`src/rtl/drbg_pkg.sv`:
```
// Shared CTR_DRBG constants and FSM state encoding for the instantiate, reseed
// and generate procedures.
package drbg_pkg;

    localparam int unsigned KEYLEN  = 256;
    localparam int unsigned BLKLEN  = 128;
    localparam int unsigned SEEDLEN = 384;

    localparam logic [31:0] RESEED_INTERVAL_DEFAULT = 32'd1024;

    typedef enum logic [2:0] {
        IDLE,
        CHECK,
        GEN_INC,
        GEN_ENC,
        GEN_OUT,
        UPD_INC,
        UPD_ENC,
        UPD_DONE
    } state_e;

endpackage

```
`src/rtl/generate_proc.sv`:
```
// CTR_DRBG generate procedure with an external AES-256 cipher handshake.
// Optional additional input is enabled by defining DRBG_ADDIN_EN.
module generate_proc
    import drbg_pkg::*;
#(
    parameter logic [31:0] RESEED_INTERVAL = RESEED_INTERVAL_DEFAULT,
    parameter int unsigned MAX_BLOCKS      = 16
) (
    input  logic               clk,
    input  logic               rst,
    input  logic [KEYLEN-1:0]  key_in,
    input  logic [BLKLEN-1:0]  value_in,
    input  logic [31:0]        reseedcounter_in,
    input  logic               load,
    input  logic               gen_req,
    input  logic [4:0]         num_blocks,
`ifdef DRBG_ADDIN_EN
    input  logic [SEEDLEN-1:0] addin,
`endif
    output logic               gen_busy,
    output logic               enc_req,
    output logic [KEYLEN-1:0]  enc_key,
    output logic [BLKLEN-1:0]  enc_in,
    input  logic               enc_ack,
    input  logic [BLKLEN-1:0]  enc_out,
    output logic [BLKLEN-1:0]  rand_block,
    output logic               rand_valid,
    input  logic               rand_ready,
    output logic               done,
    output logic               reseed_required,
    output logic               req_error,
    output logic [KEYLEN-1:0]  key_out,
    output logic [BLKLEN-1:0]  value_out,
    output logic [31:0]        reseedcounter_out
);

    state_e               state_q;
    logic [KEYLEN-1:0]    key_q;
    logic [BLKLEN-1:0]    val_q;
    logic [31:0]          ctr_q;
    logic [4:0]           blk_cnt_q;
    logic [1:0]           rnd_q;
    logic [SEEDLEN-1:0]   temp_q;
    logic                 pre_q;
    logic                 busy_q;
    logic                 enc_req_q;
    logic [BLKLEN-1:0]    rand_block_q;
    logic                 rand_valid_q;
    logic                 done_q;
    logic                 err_q;
    logic                 rsd_q;

`ifdef DRBG_ADDIN_EN
    logic [SEEDLEN-1:0]   addin_q;
`else
    logic [SEEDLEN-1:0]   addin_q;
    assign addin_q = '0;
`endif

    logic [SEEDLEN-1:0] upd_seed;
    logic               req_bad;

    assign upd_seed = temp_q ^ addin_q;
    assign req_bad  = (blk_cnt_q == 5'd0) || (32'(blk_cnt_q) > MAX_BLOCKS);

    always_ff @(posedge clk) begin
        if (rst) begin
            state_q      <= IDLE;
            key_q        <= '0;
            val_q        <= '0;
            ctr_q        <= 32'd1;
            blk_cnt_q    <= '0;
            rnd_q        <= '0;
            temp_q       <= '0;
            pre_q        <= 1'b0;
            busy_q       <= 1'b0;
            enc_req_q    <= 1'b0;
            rand_block_q <= '0;
            rand_valid_q <= 1'b0;
            done_q       <= 1'b0;
            err_q        <= 1'b0;
            rsd_q        <= 1'b0;
`ifdef DRBG_ADDIN_EN
            addin_q      <= '0;
`endif
        end else begin
            done_q <= 1'b0;
            err_q  <= 1'b0;
            rsd_q  <= 1'b0;
            unique case (state_q)
                IDLE: begin
                    if (load) begin
                        key_q <= key_in;
                        val_q <= value_in;
                        ctr_q <= reseedcounter_in;
                    end else if (gen_req) begin
                        blk_cnt_q <= num_blocks;
                        busy_q    <= 1'b1;
                        state_q   <= CHECK;
`ifdef DRBG_ADDIN_EN
                        addin_q   <= addin;
`endif
                    end
                end
                CHECK: begin
                    if (req_bad) begin
                        err_q   <= 1'b1;
                        done_q  <= 1'b1;
                        busy_q  <= 1'b0;
                        state_q <= IDLE;
                    end else if (ctr_q > RESEED_INTERVAL) begin
                        rsd_q   <= 1'b1;
                        done_q  <= 1'b1;
                        busy_q  <= 1'b0;
                        state_q <= IDLE;
                    end else if (addin_q != '0) begin
                        // Mix the additional input into K/V before any output.
                        pre_q   <= 1'b1;
                        rnd_q   <= '0;
                        state_q <= UPD_INC;
                    end else begin
                        state_q <= GEN_INC;
                    end
                end
                GEN_INC: begin
                    val_q     <= val_q + 1'b1;
                    enc_req_q <= 1'b1;
                    state_q   <= GEN_ENC;
                end
                GEN_ENC: begin
                    if (enc_ack) begin
                        enc_req_q    <= 1'b0;
                        rand_block_q <= enc_out;
                        rand_valid_q <= 1'b1;
                        state_q      <= GEN_OUT;
                    end
                end
                GEN_OUT: begin
                    if (rand_ready) begin
                        rand_valid_q <= 1'b0;
                        blk_cnt_q    <= blk_cnt_q - 1'b1;
                        if (blk_cnt_q == 5'd1) begin
                            rnd_q   <= '0;
                            state_q <= UPD_INC;
                        end else begin
                            state_q <= GEN_INC;
                        end
                    end
                end
                UPD_INC: begin
                    val_q     <= val_q + 1'b1;
                    enc_req_q <= 1'b1;
                    state_q   <= UPD_ENC;
                end
                UPD_ENC: begin
                    if (enc_ack) begin
                        enc_req_q <= 1'b0;
                        // Shift in so the first cipher output ends up most significant.
                        temp_q    <= {temp_q[SEEDLEN-BLKLEN-1:0], enc_out};
                        rnd_q     <= rnd_q + 1'b1;
                        state_q   <= (rnd_q == 2'd2) ? UPD_DONE : UPD_INC;
                    end
                end
                UPD_DONE: begin
                    key_q <= upd_seed[SEEDLEN-1:BLKLEN];
                    val_q <= upd_seed[BLKLEN-1:0];
                    if (pre_q) begin
                        pre_q   <= 1'b0;
                        state_q <= GEN_INC;
                    end else begin
                        ctr_q   <= ctr_q + 32'd1;
                        done_q  <= 1'b1;
                        busy_q  <= 1'b0;
                        state_q <= IDLE;
                    end
                end
                default: state_q <= IDLE;
            endcase
        end
    end

    assign gen_busy          = busy_q;
    assign enc_req           = enc_req_q;
    assign enc_key           = key_q;
    assign enc_in            = val_q;
    assign rand_block        = rand_block_q;
    assign rand_valid        = rand_valid_q;
    assign done              = done_q;
    assign req_error         = err_q;
    assign reseed_required   = rsd_q;
    assign key_out           = key_q;
    assign value_out         = val_q;
    assign reseedcounter_out = ctr_q;

endmodule

```
`config.mk`:
```
export PLATFORM = sky130hd
export DESIGN_NAME = generate_proc
export DESIGN_NICKNAME = d
export VERILOG_FILES = /design/src/rtl/drbg_pkg.sv /design/src/rtl/generate_proc.sv
export SDC_FILE = /design/constraint.sdc
export NUM_CORES = 2
export LEC_CHECK = 0
export ABC_AREA = 0
export BUFFER_PORTS_ARGS = -buffer_cell sky130_fd_sc_hd__buf_4
export CAP_MARGIN = 20
export CORE_AREA = 2 2 577 579
export CTS_CLUSTER_SIZE = 14
export DETAILED_ROUTE_END_ITERATION = 10
export DIE_AREA = 0 0 579 581
export PLACE_DENSITY = 0.34
export SLEW_MARGIN = 20
export SYNTH_ARGS = -nofsm -noshare
export SYNTH_HDL_FRONTEND = slang
export SYNTH_SLANG_ARGS = --single-unit
```
`constraint.sdc`:
```
create_clock -name clk -period 3.95 [get_ports clk]
set_input_delay 0.9875 -clock clk [delete_from_list [all_inputs] [get_ports clk]]
set_output_delay 0.9875 -clock clk [all_outputs]
set_load 0.02 [all_outputs]
```
* Word-level counts from Yosys, hierarchy flattened
Index checks and enable logic that the tools add are counted.
** Word-level totals
- Bits of input ports :: 555
- Word-level logic and storage cells :: 101
- Output and inout bits :: 934
- Memories :: 0
- Register bits :: 944
- Bits in read-only memories :: 0
- Bits in writable memories :: 0
- Latch bits :: 0
** Operators by class
- Multiplexer cells :: 38
- Bitwise gates (word level) :: 1
- Shift operators :: 0
- $lt $le $gt $ge :: 2
- Divide/modulo/power cells :: 0
- Equality and inequality tests :: 18
- Reductions and logical operators :: 24
- $add $sub $neg :: 4
- Multipliers :: 0
** Operator list (count)
- case mux 256 bit (2 select lines) :: 1
- case mux 128 bit (3 select lines) :: 1
- two-way mux 256 bit :: 1
- adder 128 x 1 -> 128 bit (second input constant) :: 1
- two-way mux 128 bit :: 1
- case mux 32 bit (2 select lines) :: 1
- adder 32 x 1 -> 32 bit (second input constant) :: 1
- > comparator 32 x 11 -> 1 bit (second input constant) :: 1
- two-way mux 32 bit :: 1
- case mux 3 bit (8 select lines) :: 1
- two-way mux 3 bit :: 6
- two-way mux 5 bit :: 3
- inequality test 2 bit (second input constant) :: 7
- == test 3 bit (second input constant) :: 4
- two-way mux 2 bit :: 6
- AND reduction 4 bit :: 3
- two-way mux 1 bit :: 10
- case mux 5 bit (2 select lines) :: 1
- AND reduction 2 bit :: 5
- nonzero test 2 bit :: 5
- == test 3 x 2 -> 1 bit (second input constant) :: 2
- case mux 1 bit (2 select lines) :: 3
- nonzero test 3 bit :: 2
- OR reduction 2 bit :: 3
- other kinds (17) :: 17

* Logic depth before layout (Yosys ltp)
- Depth in word-level cells :: 4
- Depth in mapped cells :: 9
- Mapped depth without buffers :: 7

* Worst setup path after synthesis
No wires, ideal clock.
- Path kind :: reg-to-reg
- From :: reg val_q[37] (netlist: enc_in[37])
- To :: reg val_q[109] (netlist: enc_in[109])
- Cell stages (with the launch flop) :: 9
- Buffers on the path :: 2
- Data required time :: 3.887 ns
- Setup slack :: 0.848 ns
- Setup time :: 0.063 ns
- Arrival time :: 3.039 ns
- Clock period less this slack :: 3.102 ns
- Path through :: dfxtp_1 clkbuf_2 nand4_4 or4_4 or4_4 or4_1 clkbuf_2 or4_1 nand3_1
** Between the ends
- Longest elaborated chain between the ends :: 2
** RTL lines
- from (decl) :: line generate_proc.sv:39 : logic [BLKLEN-1:0] val_q;
- from (signal assigned) :: line generate_proc.sv:94 : val_q <= value_in;
- from (signal assigned) :: line generate_proc.sv:126 : val_q <= val_q + 1'b1;
- from (signal assigned) :: line generate_proc.sv:151 : val_q <= val_q + 1'b1;
- adder 128 x 1 -> 128 bit :: line generate_proc.sv:126, generate_proc.sv:151
- case mux 128 bit (3 select lines) :: line generate_proc.sv:90 : unique case (state_q)
Every way passes these cells.
A chain may end at the register's enable or synchronous reset.

* Worst setup path in the final report
- From :: reg val_q[10] (netlist: enc_in[10])
- To :: reg val_q[49] (netlist: enc_in[49])
Same word-level chain as after synthesis.

==> run summary <==
type of the worst setup path -> register to register
status -> finished with violations
post-synthesis simple-gate area fraction -> 0.2239
first-pass GRT wire length -> 442600 um
hold_buf cts -> 0
CTS buffer count -> 137
Die W -> 579 um
DRT Pass-1 Iters -> 11
prevailing post-synth register cell -> dfxtp_1
post-CTS sizing -> 0
initial core utilization -> 0.1280
final setup margin -> 139.1 ps
yosys warns -> 0
number of setup violations in the final report -> 0
syn_nets -> 5926
nets -> 6978
XOR/XNOR Fraction of Synth Area -> 0.002075
Layout Cells excl Fill -> 10922
clock skew -> 74.76 ps
Required @ worst endpoint -> 4700 ps
library cell with the largest summed area after synthesis -> dfxtp_1
clk sinks -> 944
Unique masters post-synth -> 75
Final min period -> 3811 ps
Min Hold Slack -> 406.7 ps
Syn Inst Count -> 5364
share of Yosys cell area claimed by the top area cell type -> 0.4477
share of cells above drive strength 1 -> 0.3073
# IOs -> 1489
cell area after synthesis -> 42220 um^2
share of async-settable or async-resettable flops after synthesis -> 0
top post-synthesis cells by count -> nand2_1 (1331), dfxtp_1 (944), a21oi_1 (624)
Compound-Gate Fraction of Synth Area -> 0.2122
# placed instances -> 10642
Power Dens Cells -> 438.8 nW/um^2
Die H -> 581 um
I/O Buffers -> 1488
setup TNS -> 0 ps
max_cap viols -> 0
clock transition at the registers of the reported paths -> 60 ps
drt total wl -> 342300 um
multiplexer share of the synthesized area -> 0.003171
total track usage -> 0.1941
post-synthesis adder-cell area fraction -> 0.002075
CP Launch Type -> register
CP arrival -> 4560 ps
number of flops mapped to enable cells by yosys -> 0
crit end category -> register
die area -> 336400 um^2
Post-Place Worst Slack -> 286.4 ps
register area share after synthesis -> 0.4477
Area growth syn-to-layout -> 45.84%
worst slew pin tran -> 1222 ps
Rel. slew slack -> 0.1854
largest net degree at the start of global routing -> 144
final slew viol count -> 0
Hold Path Class -> input port to register
crit share post-route -> 0.9648
Residual DRC -> 4
initial DRC count -> 4488
failing checks -> DRC
vias in the first global route -> 44783
worst skew pair latency -> 840 ps
final hold violation count -> 0
initial antenna violation count -> 87
CTS tree -> yes
RSZ-0062 raised after global routing -> no
DR WL/cell -> 31.34 um
# fillers -> 37327
post-CTS setup buffers -> 0
Yosys reg bits -> 944
Final HPWL DP -> 277100 um
cell with the most instances after synthesis -> nand2_1
Worst path max stage delay -> 1010 ps
CTS H-tree depth -> 4
clk root buf -> clkbuf_16
Worst Path Max Fanout -> 6
crit-path cells -> nand4_1, buf_4, nor4_2, nand4_1, or2_2, or4_1, a31oi_1
largest family of logic cells by synthesized area -> simple AND/OR/NAND/NOR gates
cell at the slowest stage of the critical path -> nor4_2
grt total ovfl -> 0
vias per cell -> 4.281
gpl congestion -> 0.8842
Worst VDD drop -> 0.2506 mV
Total Power -> 27020 uW
post-route ant nets -> 0
Core Rows -> 211
Area contributors post-synth -> dfxtp_1 (45%), nand2_1 (12%), a21oi_1 (7.4%), buf_4 (6.8%), a222oi_1 (4.4%)
core area -> 329700 um^2
Fmax -> 262.4 MHz
vias after detailed routing -> 46756
Synth Area per Inst -> 7.870 um^2
cell repeated most along the worst path -> nand4_1
LEAKAGE -> 0.02368 uW
Max clock buf depth -> 4
[worst paths after layout]
kind | start | to | slack (ps) | depth (start not counted)
max | enc_in[10] | enc_in[49] | 140 | 7
min | enc_out[110] | temp_q[110] | 410 | 3
max reg2reg | enc_in[10] | enc_in[49] | 140 | 7
min reg2reg | rand_block[123] | rand_block[123] | 450 | 2
[layout make-up]
type	instances	area (um^2)	share of cell area
inverter	28	106.4	0.001727
clock buffer	200	4005	0.06505
tap	4366	5463	0.08873
antenna	34	85.08	0.001382
timing repair buffer	1724	13450	0.2185
sequential	944	18900	0.3069
multi-input combinational	3581	18930	0.3075
clock inverter	45	626.9	0.01018
[report_power, final]
group	internal, uW	switching [uW]	leakage (uW)
clock	7650	5320	0.00224
sequential	9800	452	0.00768
combinational	1410	2390	0.0138
[flip-flops by register name, summed over array words and instances, names as in the netlist]
name and flops:
reseedcounter_out 32, rnd_q 2, rand_valid 1, blk_cnt_q 5, state_q 3, req_error 1, gen_busy 1, rand_block 128
temp_q 384, enc_in 128, done 1, enc_req 1, reseed_required 1, enc_key 256
[through the flow]
| stage | instance area (um^2) | util |
|---|---|---|
| 6_report | 61570 | 0.1867 |
| 3_5_place_dp | 56840 | 0.1724 |
| 5_1_grt | 61500 | 0.1865 |
| 2_1_floorplan | 42220 | - |
| 3_3_place_gp | 56810 | 0.1723 |
| 4_1_cts | 61480 | 0.1864 |
[layer usage]
metal	up-vias	part of all wire	track usage	routed length, um
met5	-	0.0014	0	470
met4	76	0.028	0.05208	9428
met3	368	0.11	0.08202	38050
met2	2112	0.44	0.3006	149900
met1	23307	0.42	0.2445	144500
li1	20893	-	-	-
[worst max-delay path: cells and delay by family, from the launching register on]
kind            cells  cell delay [ps]
buf+inv             1              290
compound gates      1              130
simple gates        5             2880
flops               1              430
[kinds of logic after synthesis]
kind of cell | after synthesis
fa+ha+maj | 7
compound gates | 1333
simple gates | 2218
buf+inv | 839
xor+xnor | 10
flops | 944
mux | 13
[cells in the final DEF (no fill, tap or decap), drive strengths merged, types with 17 or more instances in the layout]
master,count
o21ai,99
dfxtp,944
a22oi,69
a221o,25
nor4,55
a311oi,85
a22o,17
diode,34
a222oi,184
nand2,1331
or4,27
and3,42
nand4,96
clkinv,22
a31oi,28
inv,34
buf,1723
or3,19
nor2,418
nor3,69
o211ai,26
nand3,96
clkbuf,201
a221oi,24
a21oi,624
No activity file was read; power rests on OpenSTA's default activity.
